### src/rtl/mem_image_loader.sv
// mem_image_loader: streams program/data words onto the core's memory-load buses and holds the load enable
// until both images and a flush window are written; `define LOADER_CHECKSUM_EN adds a trailing checksum word.
module mem_image_loader #(
   parameter int ADDR_W       = 9,
   parameter int WORD_W       = 32,
   parameter int CNT_W        = 9,
   parameter int ADDR_STEP    = 8,
   parameter int FLUSH_CYCLES = 4
) (
   input  logic              clk,
   input  logic              reset,
   input  logic              start,
   input  logic [CNT_W-1:0]  inst_words,
   input  logic [CNT_W-1:0]  data_words,
   input  logic              s_valid,
   output logic              s_ready,
   input  logic [WORD_W-1:0] s_data,
   output logic              enable_load_ex_mem,
   output logic [ADDR_W-1:0] inst_addr,
   output logic [WORD_W-1:0] inst_data1,
   output logic [WORD_W-1:0] inst_data2,
   output logic [ADDR_W-1:0] data_addr,
   output logic [WORD_W-1:0] data_data1,
   output logic [WORD_W-1:0] data_data2,
   output logic              busy,
   output logic              done,
   output logic              error
);
   typedef enum logic [2:0] {IDLE, INST, DATA, CSUM, FLUSH} state_t;
   localparam int FW = $clog2(FLUSH_CYCLES);
`ifdef LOADER_CHECKSUM_EN
   localparam state_t AFTER = CSUM;
`else
   localparam state_t AFTER = FLUSH;
`endif
   state_t            r_state, w_next;
   logic [CNT_W-1:0]  r_rem, r_data_cnt;
   logic [ADDR_W-1:0] r_pair, w_addr;
   logic [WORD_W-1:0] r_buf;
   logic              r_half;
   logic [FW-1:0]     r_flush;
   logic              w_acc, w_last, w_load, w_pair;
   always_comb begin
      w_acc  = s_valid && s_ready;
      w_last = r_rem == CNT_W'(1);
      w_load = w_acc && (r_state == INST || r_state == DATA);
      w_pair = w_load && (r_half || w_last);
      w_addr = r_pair * ADDR_W'(ADDR_STEP);
      w_next = r_state;
      case (r_state)
         IDLE:    if (start) w_next = inst_words != '0 ? INST : data_words != '0 ? DATA : AFTER;
         INST:    if (w_load && w_last) w_next = r_data_cnt != '0 ? DATA : AFTER;
         DATA:    if (w_load && w_last) w_next = AFTER;
         CSUM:    if (w_acc) w_next = FLUSH;
         default: if (r_flush == '0) w_next = IDLE;
      endcase
   end
   always_ff @(posedge clk) begin
      if (reset) begin
         r_state            <= IDLE;
         s_ready            <= 1'b0;
         busy               <= 1'b0;
         enable_load_ex_mem <= 1'b0;
         done               <= 1'b0;
         r_rem              <= '0;
         r_data_cnt         <= '0;
         r_pair             <= '0;
         r_buf              <= '0;
         r_half             <= 1'b0;
         r_flush            <= '0;
         inst_addr          <= '0;
         inst_data1         <= '0;
         inst_data2         <= '0;
         data_addr          <= '0;
         data_data1         <= '0;
         data_data2         <= '0;
      end else begin
         r_state            <= w_next;
         s_ready            <= w_next == INST || w_next == DATA || w_next == CSUM;
         busy               <= w_next != IDLE;
         enable_load_ex_mem <= w_next != IDLE;
         done               <= r_state == FLUSH && w_next == IDLE;
         r_flush            <= r_state != FLUSH ? FW'(FLUSH_CYCLES - 1) : r_flush - 1'b1;
         if (r_state == IDLE && start) begin
            r_rem      <= inst_words != '0 ? inst_words : data_words;
            r_data_cnt <= data_words;
            r_pair     <= '0;
            r_half     <= 1'b0;
            inst_addr  <= '0;
            inst_data1 <= '0;
            inst_data2 <= '0;
            data_addr  <= '0;
            data_data1 <= '0;
            data_data2 <= '0;
         end
         if (w_load) begin
            r_buf  <= s_data;
            r_half <= !w_pair;
            r_rem  <= w_last ? r_data_cnt : r_rem - 1'b1;
            // an odd region's last word closes a pair on its own, with a zero odd half
            if (w_pair) begin
               r_pair <= w_last ? '0 : r_pair + 1'b1;
               if (r_state == INST) begin
                  inst_addr  <= w_addr;
                  inst_data1 <= r_half ? r_buf : s_data;
                  inst_data2 <= r_half ? s_data : '0;
               end else begin
                  data_addr  <= w_addr;
                  data_data1 <= r_half ? r_buf : s_data;
                  data_data2 <= r_half ? s_data : '0;
               end
            end
         end
      end
   end
`ifdef LOADER_CHECKSUM_EN
   logic [WORD_W-1:0] r_sum;
   logic              r_error;
   always_ff @(posedge clk) begin
      if (reset || (r_state == IDLE && start)) begin
         r_sum   <= '0;
         r_error <= 1'b0;
      end else if (w_acc) begin
         if (r_state == CSUM) r_error <= r_error || s_data != r_sum;
         else r_sum <= r_sum + s_data;
      end
   end
   assign error = r_error;
`else
   assign error = 1'b0;
`endif
endmodule

### config.mk
export PLATFORM = sky130hd
export DESIGN_NAME = mem_image_loader
export DESIGN_NICKNAME = d
export VERILOG_FILES = /design/src/rtl/mem_image_loader.sv
export SDC_FILE = /design/constraint.sdc
export NUM_CORES = 1
export LEC_CHECK = 0
export BUFFER_PORTS_ARGS = -buffer_cell sky130_fd_sc_hd__buf_4
export CELL_PAD_IN_SITES_DETAIL_PLACEMENT = 0
export CELL_PAD_IN_SITES_GLOBAL_PLACEMENT = 1
export CORE_MARGIN = 4
export CORE_UTILIZATION = 35
export CTS_CLUSTER_SIZE = 14
export DETAILED_ROUTE_END_ITERATION = 16
export PLACE_DENSITY_LB_ADDON = 0.05
export SYNTH_ARGS = -nofsm -noshare
export SYNTH_HDL_FRONTEND = slang
export SYNTH_SLANG_ARGS = --single-unit
### constraint.sdc
create_clock -name clk -period 2.72 [get_ports clk]
set_input_delay 0.272 -clock clk [delete_from_list [all_inputs] [get_ports clk]]
set_output_delay 0.272 -clock clk [all_outputs]
set_load 0.02 [all_outputs]
# --- After elaboration in Yosys (flattened, before gate mapping) ---
# Cells that the tools add are included.
totals:
  register_bits: 214
  inputBits: 54
  output_inout_bits: 151
  word_cells: 93
classes:
  add_sub_neg: 3
  n_eq_ne: 9
  n_mux: 46
  reduce_logical: 19
ops:
  columns: ["op", "n"]
  rows:
  - ["$mux 32", 18]
  - ["$mux 9", 16]
  - ["$reduce_bool 9->1", 3]
  - ["$mux 3", 8]
  - ["$eq 3x2->1 const B", 4]
  - ["$pmux 3 s4", 1]
  - ["$add 9x1->9 const B", 1]
  - ["$eq 9x1->1 const B", 1]
  - ["$sub 9x1->9 const B", 1]
  - ["$eq 3x1->1 const B", 2]
  - ["$logic_and 1x1->1", 6]
  - ["$logic_not 3->1", 2]
  - ["$logic_or 1x1->1", 4]
  - ["$eq 3x3->1 const B", 1]
  - ["$ne 3x3->1 const B", 1]
  - ["$reduce_bool 3->1", 1]
  - ["$logic_not 2->1", 1]
  - ["$mux 1", 2]
  - ["$mux 2", 1]
  - ["$reduce_bool 2->1", 1]
  - ["$sub 2x1->2 const B", 1]
  - ["$logic_not 1->1", 1]

# --- Logic depth before layout (Yosys ltp) ---
# Gate-level depths: netlist of run 1.
depth:
  word_depth: 9
  depth_mapped: 11
  ltp_nobuf: 7

# --- Least setup slack after synthesis of run 1 ---
# OpenSTA, ideal clock, no wires.
synth_path:
  path_type: "flip-flop to flip-flop"
  start: "reg r_rem[0]"
  end: "reg s_ready"
  setup_ns: 0.115
  arrival_time_ns: 2.114
  required_ns: 2.605
  setup_slack_ns: 0.491
  path_stages_with_launch: 8
  n_path_buf: 1
  period_less_slack_ns: 2.229
  path_cell_list: "dfxtp_1 -> ha_1 -> or4b_1 -> clkbuf_1 -> or4_4 -> a221oi_2 -> a31oi_1 -> and2_1"
synth_between:
  elab_chain_cells: 7
  elab_cells_between_ends: 10
  classes_between: "eq/ne: 4; mux: 3; reduce/logical: 3"
synth_rtl:
  columns: ["item", "line", "text"]
  rows:
  - ["from (decl)", "37", "logic [CNT_W-1:0] r_rem, r_data_cnt;"]
  - ["from (signal assigned)", "85", "r_rem <= inst_words != '0 ? inst_words : data_words;"]
  - ["from (signal assigned)", "99", "r_rem <= w_last ? r_data_cnt : r_rem - 1'b1;"]
  - ["$eq 9x1->1 (*)", "45", "w_last = r_rem == CNT_W'(1);"]
  - ["$logic_and 1x1->1 (*)", "52, 53", null]
  - ["$mux 3, on equally long branches", "53, 52", null]
  - ["$pmux 3 s4 (*)", "50", "case (r_state)"]
  - ["$eq 3x1->1 or $eq 3x2->1 (tied branches)", "79", "s_ready <= w_next == INST || w_next == DATA || w_next == CSUM;"]
  - ["$logic_or 1x1->1", "79", null]
  - ["$logic_or 1x1->1 (*)", "79", null]
  - ["to (signal assigned)", "61", "s_ready <= 1'b0;"]
  - ["to (signal assigned)", "79", null]
  - ["to (decl)", "16", "output logic s_ready,"]
# Mark *: on every way between the ends. The rest lies on a longest branch, timed or not.
# A chain may end at the register's enable or synchronous reset.

# --- Worst setup path after layout of run 1 ---
layout_path:
  start: "reg r_rem[0]"
  end: "reg data_data2[9]"
layout_between:
  elab_chain_cells: 5
layout_rtl:
  columns: ["item", "line", "text"]
  rows:
  - ["$eq 9x1->1", "45", null]
  - ["$logic_or 1x1->1", "47", "w_pair = w_load && (r_half || w_last);"]
  - ["$logic_and 1x1->1", "47", null]
  - ["$mux 32", "101", "if (w_pair) begin"]
  - ["$mux 32", "96", "if (w_load) begin"]
  - ["to (signal assigned)", "110", "data_data2 <= r_half ? s_data : '0;"]
  - ["to (decl)", "24", "output logic [WORD_W-1:0] data_data2,"]
# No other way between the ends.

==> qor.txt, run 1 <==
Top cells by area, synth - dfxtp_1 (48%), nand3_1 (12%), a21oi_1 (11%), nand2b_1 (4.8%), nand2_1 (4.3%)
CP startpoint kind - register
Root Buffer - clkbuf_16
Synthesized area - 8760 um^2
Mapped Cells - 1063
Routed WL per cell - 18.0 um
Pin count of the biggest net entering global routing - 101
Worst VDD drop - 0.000379 V
Hold buffers post-CTS - 0
Max-cap check violation count - 0
Crit share post-route - 0.925
DP Area - 10600 um^2
Hold Slack - 23.1 ps
Vias per inst - 5.27
Status - finished clean
Cell Pwr Density - 601 nW/um^2
Synth unique cells - 50
Bufs on Longest Clock Path - 3
Min setup slack post-route - 203 ps
Setup Viol. Count Final - 0
Vias post-DR - 8198
HPWL Detailed - 17600 um
Flops & latches, synth - 211
First drt pass iteration count - 5
Seq/Total Area, Yosys - 0.482
Hold path depth - 3
Area growth syn-to-layout - 29.6%
Clock transition at path regs - 60 ps
Post-synth top area cell - dfxtp_1
Fin. max-slew vios - 0
Total net switching power - 1.64 mW
P_leak - 4.17 nW
# nets final - 1275
Post-Route WL - 28000 um
Number of synthesized flops with an enable pin - 0
Io pins - 205
Final core utilization - 0.464
Max Clock Freq - 397 MHz
Die Height - 166 um
Die width - 166 um
Sequential fraction of design power - 0.463
Global Route Usage Sum - 0.193
Final instance area - 11400 um^2
Tmin final - 2520 ps
Fin Setup TNS - 0 ps
CP Data Required Time - 3150 ps
Post-CTS sizing - 0
Post-Place Worst Slack - 232 ps
Cts bufs inserted - 24
Overflow after GRT - 0
Synth Area per Inst - 8.24 um^2
Sw frac - 0.241
RD Place Congestion - 0.773
Initial Util - 0.358
Synthesized Nets - 1121
Design Power - 6.82 mW
ANT cells - 0
Post-CTS setup buffer count - 0
Syn. warnings - 0
Port Buffer Count - 203
Class of the worst hold path - primary input to register
Sink Count - 211
Clock Skews - 20.4 ps
DRC Markers - 0
Share of cells above drive strength 1 - 0.231
DIE AREA - 27600 um^2
Combinational power share - 0.076
Yosys top cell area share - 0.482
Clock share of power - 0.461
Synth top cells by count - dfxtp_1 (211), nand3_1 (211), a21oi_1 (197), nand2_1 (101), nand2b_1 (67)
TritonCTS clock tree - built
Slew HR - 0.477
Initial DRC Count - 442
CP Capture Type - register
# rows - 57
P_int - 5.18 mW
RSZ-0062 raised after global routing - false
Core area - 24500 um^2
Async S/R FF share, synth - 0
Critical Path AT - 2950 ps
Main synth FF type - dfxtp_1
Final hold vios - 0
Slew @ Worst Pin - 783 ps
Vias in the first global route - 7896
First-pass GRT wire length - 44900 um
Initial antenna violation count - 0
Cells after DPL - 1515
Final cell count without fillers - 1557
Post-route ant nets - 0
Worst reg2reg path depth - 7
Worst-Skew Late Latency - 520 ps
Htree depth - 1
CP Max Fanout - 60
Critical path class - register to register
## worst max-delay path: stages (launching register included)
cell and delay [ps]:
dfxtp_1 390, ha_1 170, or4b_1 620, o21ai_2 380, and3_2 280, buf_12 310
nand3_1 110, a21oi_1 160
## cell type report
type,instances,area (um^2)
clock buffer,38,744
clock inverter,4,20.0
fill,2485,13100
inverter,6,22.5
multi-input combinational,743,4120
sequential,211,4230
tap,324,405
timing repair buffer,231,1810
## path summary, 6_finish.rpt
check / start / to / slack (ps)
max: r_rem[0] / data_data2[9] / 200
min: data_words[3] / r_data_cnt[3] / 20
max reg2reg: r_rem[0] / data_data2[9] / 200
min reg2reg: r_buf[14] / r_buf[14] / 450
## per-layer routing
metal  GRT usage  vias to the layer above  wire length (um)
li1            -                     4042                 -
met1       0.263                     3941             12900
met2       0.313                      191             12800
met3      0.0559                       24              2070
met4      0.0302                        0               279
met5           0                        -                 0
## layout by cell type (no fill, tap or decap), types with 7 or more instances in the layout
cell,netlist,layout
nor2_1,20,19
buf_4,6,224
and3_1,11,9
nor4_1,7,7
a211oi_1,7,7
nand2b_1,67,67
nand2_1,101,101
o21ai_0,12,12
nand3_1,211,209
nor3_1,13,13
dfxtp_1,211,210
a21oi_1,197,197
clkbuf_8,0,7
clkbuf_16,0,25
mux2i_1,34,34
## power by group through the flow
stage          clock [mW]  sequential, mW  combinational (mW)
6_report             3.15            3.16               0.516
5_1_grt              3.38            3.16               0.568
4_1_cts              3.23            3.16               0.519
3_5_place_dp            0            3.23               0.517
3_3_place_gp            0            3.23               0.521
2_1_floorplan           0            3.22               0.316
## registers in the layout (all words and copies together), names as in the netlist
name	count
done	1
inst_data1	32
r_data_cnt	9
busy	1
inst_addr	9
data_data1	32
r_flush	2
r_pair	6
inst_data2	32
data_addr	9
r_rem	9
data_data2	32
r_buf	32
r_state	3
s_ready	1
r_half	1
## kinds of logic (layout without fill, tap and decap cells)
| group | count (synthesis) | in the layout | share of synthesized area |
|---|---|---|---|
| AND/OR/NAND/NOR | 454 | 454 | 0.262 |
| XOR/XNOR | 3 | 3 | 0.00300 |
| buffers and inverters | 109 | 279 | 0.0530 |
| multiplexers | 35 | 35 | 0.0401 |
| flip-flops | 211 | 211 | 0.482 |
| other | 1 | 1 | 0.000428 |
| adder cells (fa/ha/maj) | 4 | 4 | 0.00571 |
| AO/OA/AOI/OAI | 246 | 246 | 0.154 |
(Power assumes the default switching activity.)
==> run 2: changes to the inputs <==
CORE_MARGIN = 1.5   (was 4)
RECOVER_POWER = 50   (was unset)
==> qor.txt, run 2 (synthesis gave the netlist of run 1 again) <==
Fin Setup TNS - 0 ps
Vias per inst - 5.21
Initial Util - 0.358
DIE AREA - 26000 um^2
Setup Viol. Count Final - 0
Tmin final - 2460 ps
Io pins - 205
DRC Markers - 0
Worst-Skew Late Latency - 520 ps
Cells after DPL - 1515
Worst path slowest cell - nor4b_1
Largest stage delay, worst path - 630 ps
Routed WL per cell - 17.6 um
Port Buffer Count - 203
Worst VDD drop - 0.000428 V
Die Height - 161 um
Status - finished clean
TritonCTS clock tree - built
Fin. max-slew vios - 0
Initial DRC Count - 576
Max-cap check violation count - 0
CP Capture Type - register
Post-route ant nets - 0
Vias post-DR - 8135
Die width - 161 um
CP Max Fanout - 13
Min setup slack post-route - 264 ps
Initial antenna violation count - 0
Clock Skews - 23.2 ps
Hold Slack - 11.2 ps
Share of cells above drive strength 1 - 0.111
Root Buffer - clkbuf_16
ANT cells - 0
Delay-heaviest family, CP - simple AND/OR/NAND/NOR gates
# nets final - 1276
Max Clock Freq - 407 MHz
Post-Route WL - 27500 um
Worst path bufs/invs - 1
Slew @ Worst Pin - 721 ps
Commonest non-fill, non-tap cell in the layout - dfxtp_1
First drt pass iteration count - 5
Core area - 24500 um^2
CP startpoint kind - register
Critical path class - register to register
P_leak - 3.57 nW
Slew HR - 0.519
First-pass GRT wire length - 43800 um
Cts bufs inserted - 25
Area growth syn-to-layout - 24.1%
Post-CTS setup buffer count - 0
RSZ-0062 raised after global routing - false
Post-Place Worst Slack - 260 ps
RD Place Congestion - 0.802
Crit share post-route - 0.903
Critical Path AT - 2860 ps
Bufs on Longest Clock Path - 3
Pin count of the biggest net entering global routing - 101
Final cell count without fillers - 1560
CP Cell Sequence - nor4b_1 -> clkbuf_1 -> nor2_1 -> a2111oi_0
Vias in the first global route - 7747
HPWL Detailed - 17000 um
Final hold vios - 0
Design Power - 7.02 mW
Class of the worst hold path - primary input to register
CP Data Required Time - 3130 ps
Global Route Usage Sum - 0.206
Most frequent cells in the layout - dfxtp_1 (210), nand3_1 (209), a21oi_1 (197), clkbuf_1 (156), nand2_1 (101)
Sink Count - 211
Htree depth - 1
Clock transition at path regs - 60 ps
Overflow after GRT - 0
# rows - 57
Cell Pwr Density - 646 nW/um^2
[run 2: cell types whose count changed in the layout (fill, tap and decap cells not counted)]
cell	change
buf_12	+3
clkbuf_1	+150
nor4b_2	-1
o21ai_4	+1
clkbuf_8	-2
inv_6	+1
nor4b_1	+1
bufinv_16	+2
buf_4	-155
o21ai_2	-1
clkinv_2	+4
[run 2: worst reg2reg max path: stages, from the launching register on]
cell and delay [ps]:
dfxtp_1 410, nor4b_1 630, clkbuf_1 620, nor2_1 270, a2111oi_0 410
[run 2: power by group]
group          internal (mW)  switching, mW
registers               3.13         0.0341
logic                  0.191          0.329
clock network           2.01           1.33
[run 2: final cells by class]
cell class	instances	area (um^2)
Clock buffer	34	709
Clock inverter	11	109
Fill cell	2598	13600
Inverter	6	22.5
Multi-Input combinational cell	743	4120
Sequential cell	211	4230
Tap cell	324	405
Timing Repair Buffer	231	1280
[run 2: per-layer routing]
layer / wire length (um) / vias to the layer above / GRT usage
met2: 11900 / 196 / 0.314
li1: - / 4057 / -
met5: 0 / - / 0
met1: 13300 / 3849 / 0.295
met4: 599 / 0 / 0.0497
met3: 1590 / 33 / 0.0475
[run 2: worst paths after layout]
check	depth (start not counted)	to	slack (ps)	startpoint
hold / removal	3	r_data_cnt[0]	10	data_words[0]
setup reg to reg	4	r_rem[0]	260	r_state[1]
setup / recovery	4	r_rem[0]	260	r_state[1]
hold reg to reg	2	r_buf[27]	450	r_buf[27]
[run 2: metrics by stage]
step	cell area, um^2	util
detailed placement	10600	0.434
global placement	10600	0.434
floorplan	8760	-
global route	10900	0.445
CTS	11400	0.468
finish	10900	0.445
[run 2: timing repair]
item                                    4_1_cts  5_1_grt
endpoints found under the setup margin        0        1
gates resized for setup                       0        1
hold buffers                                  0        0
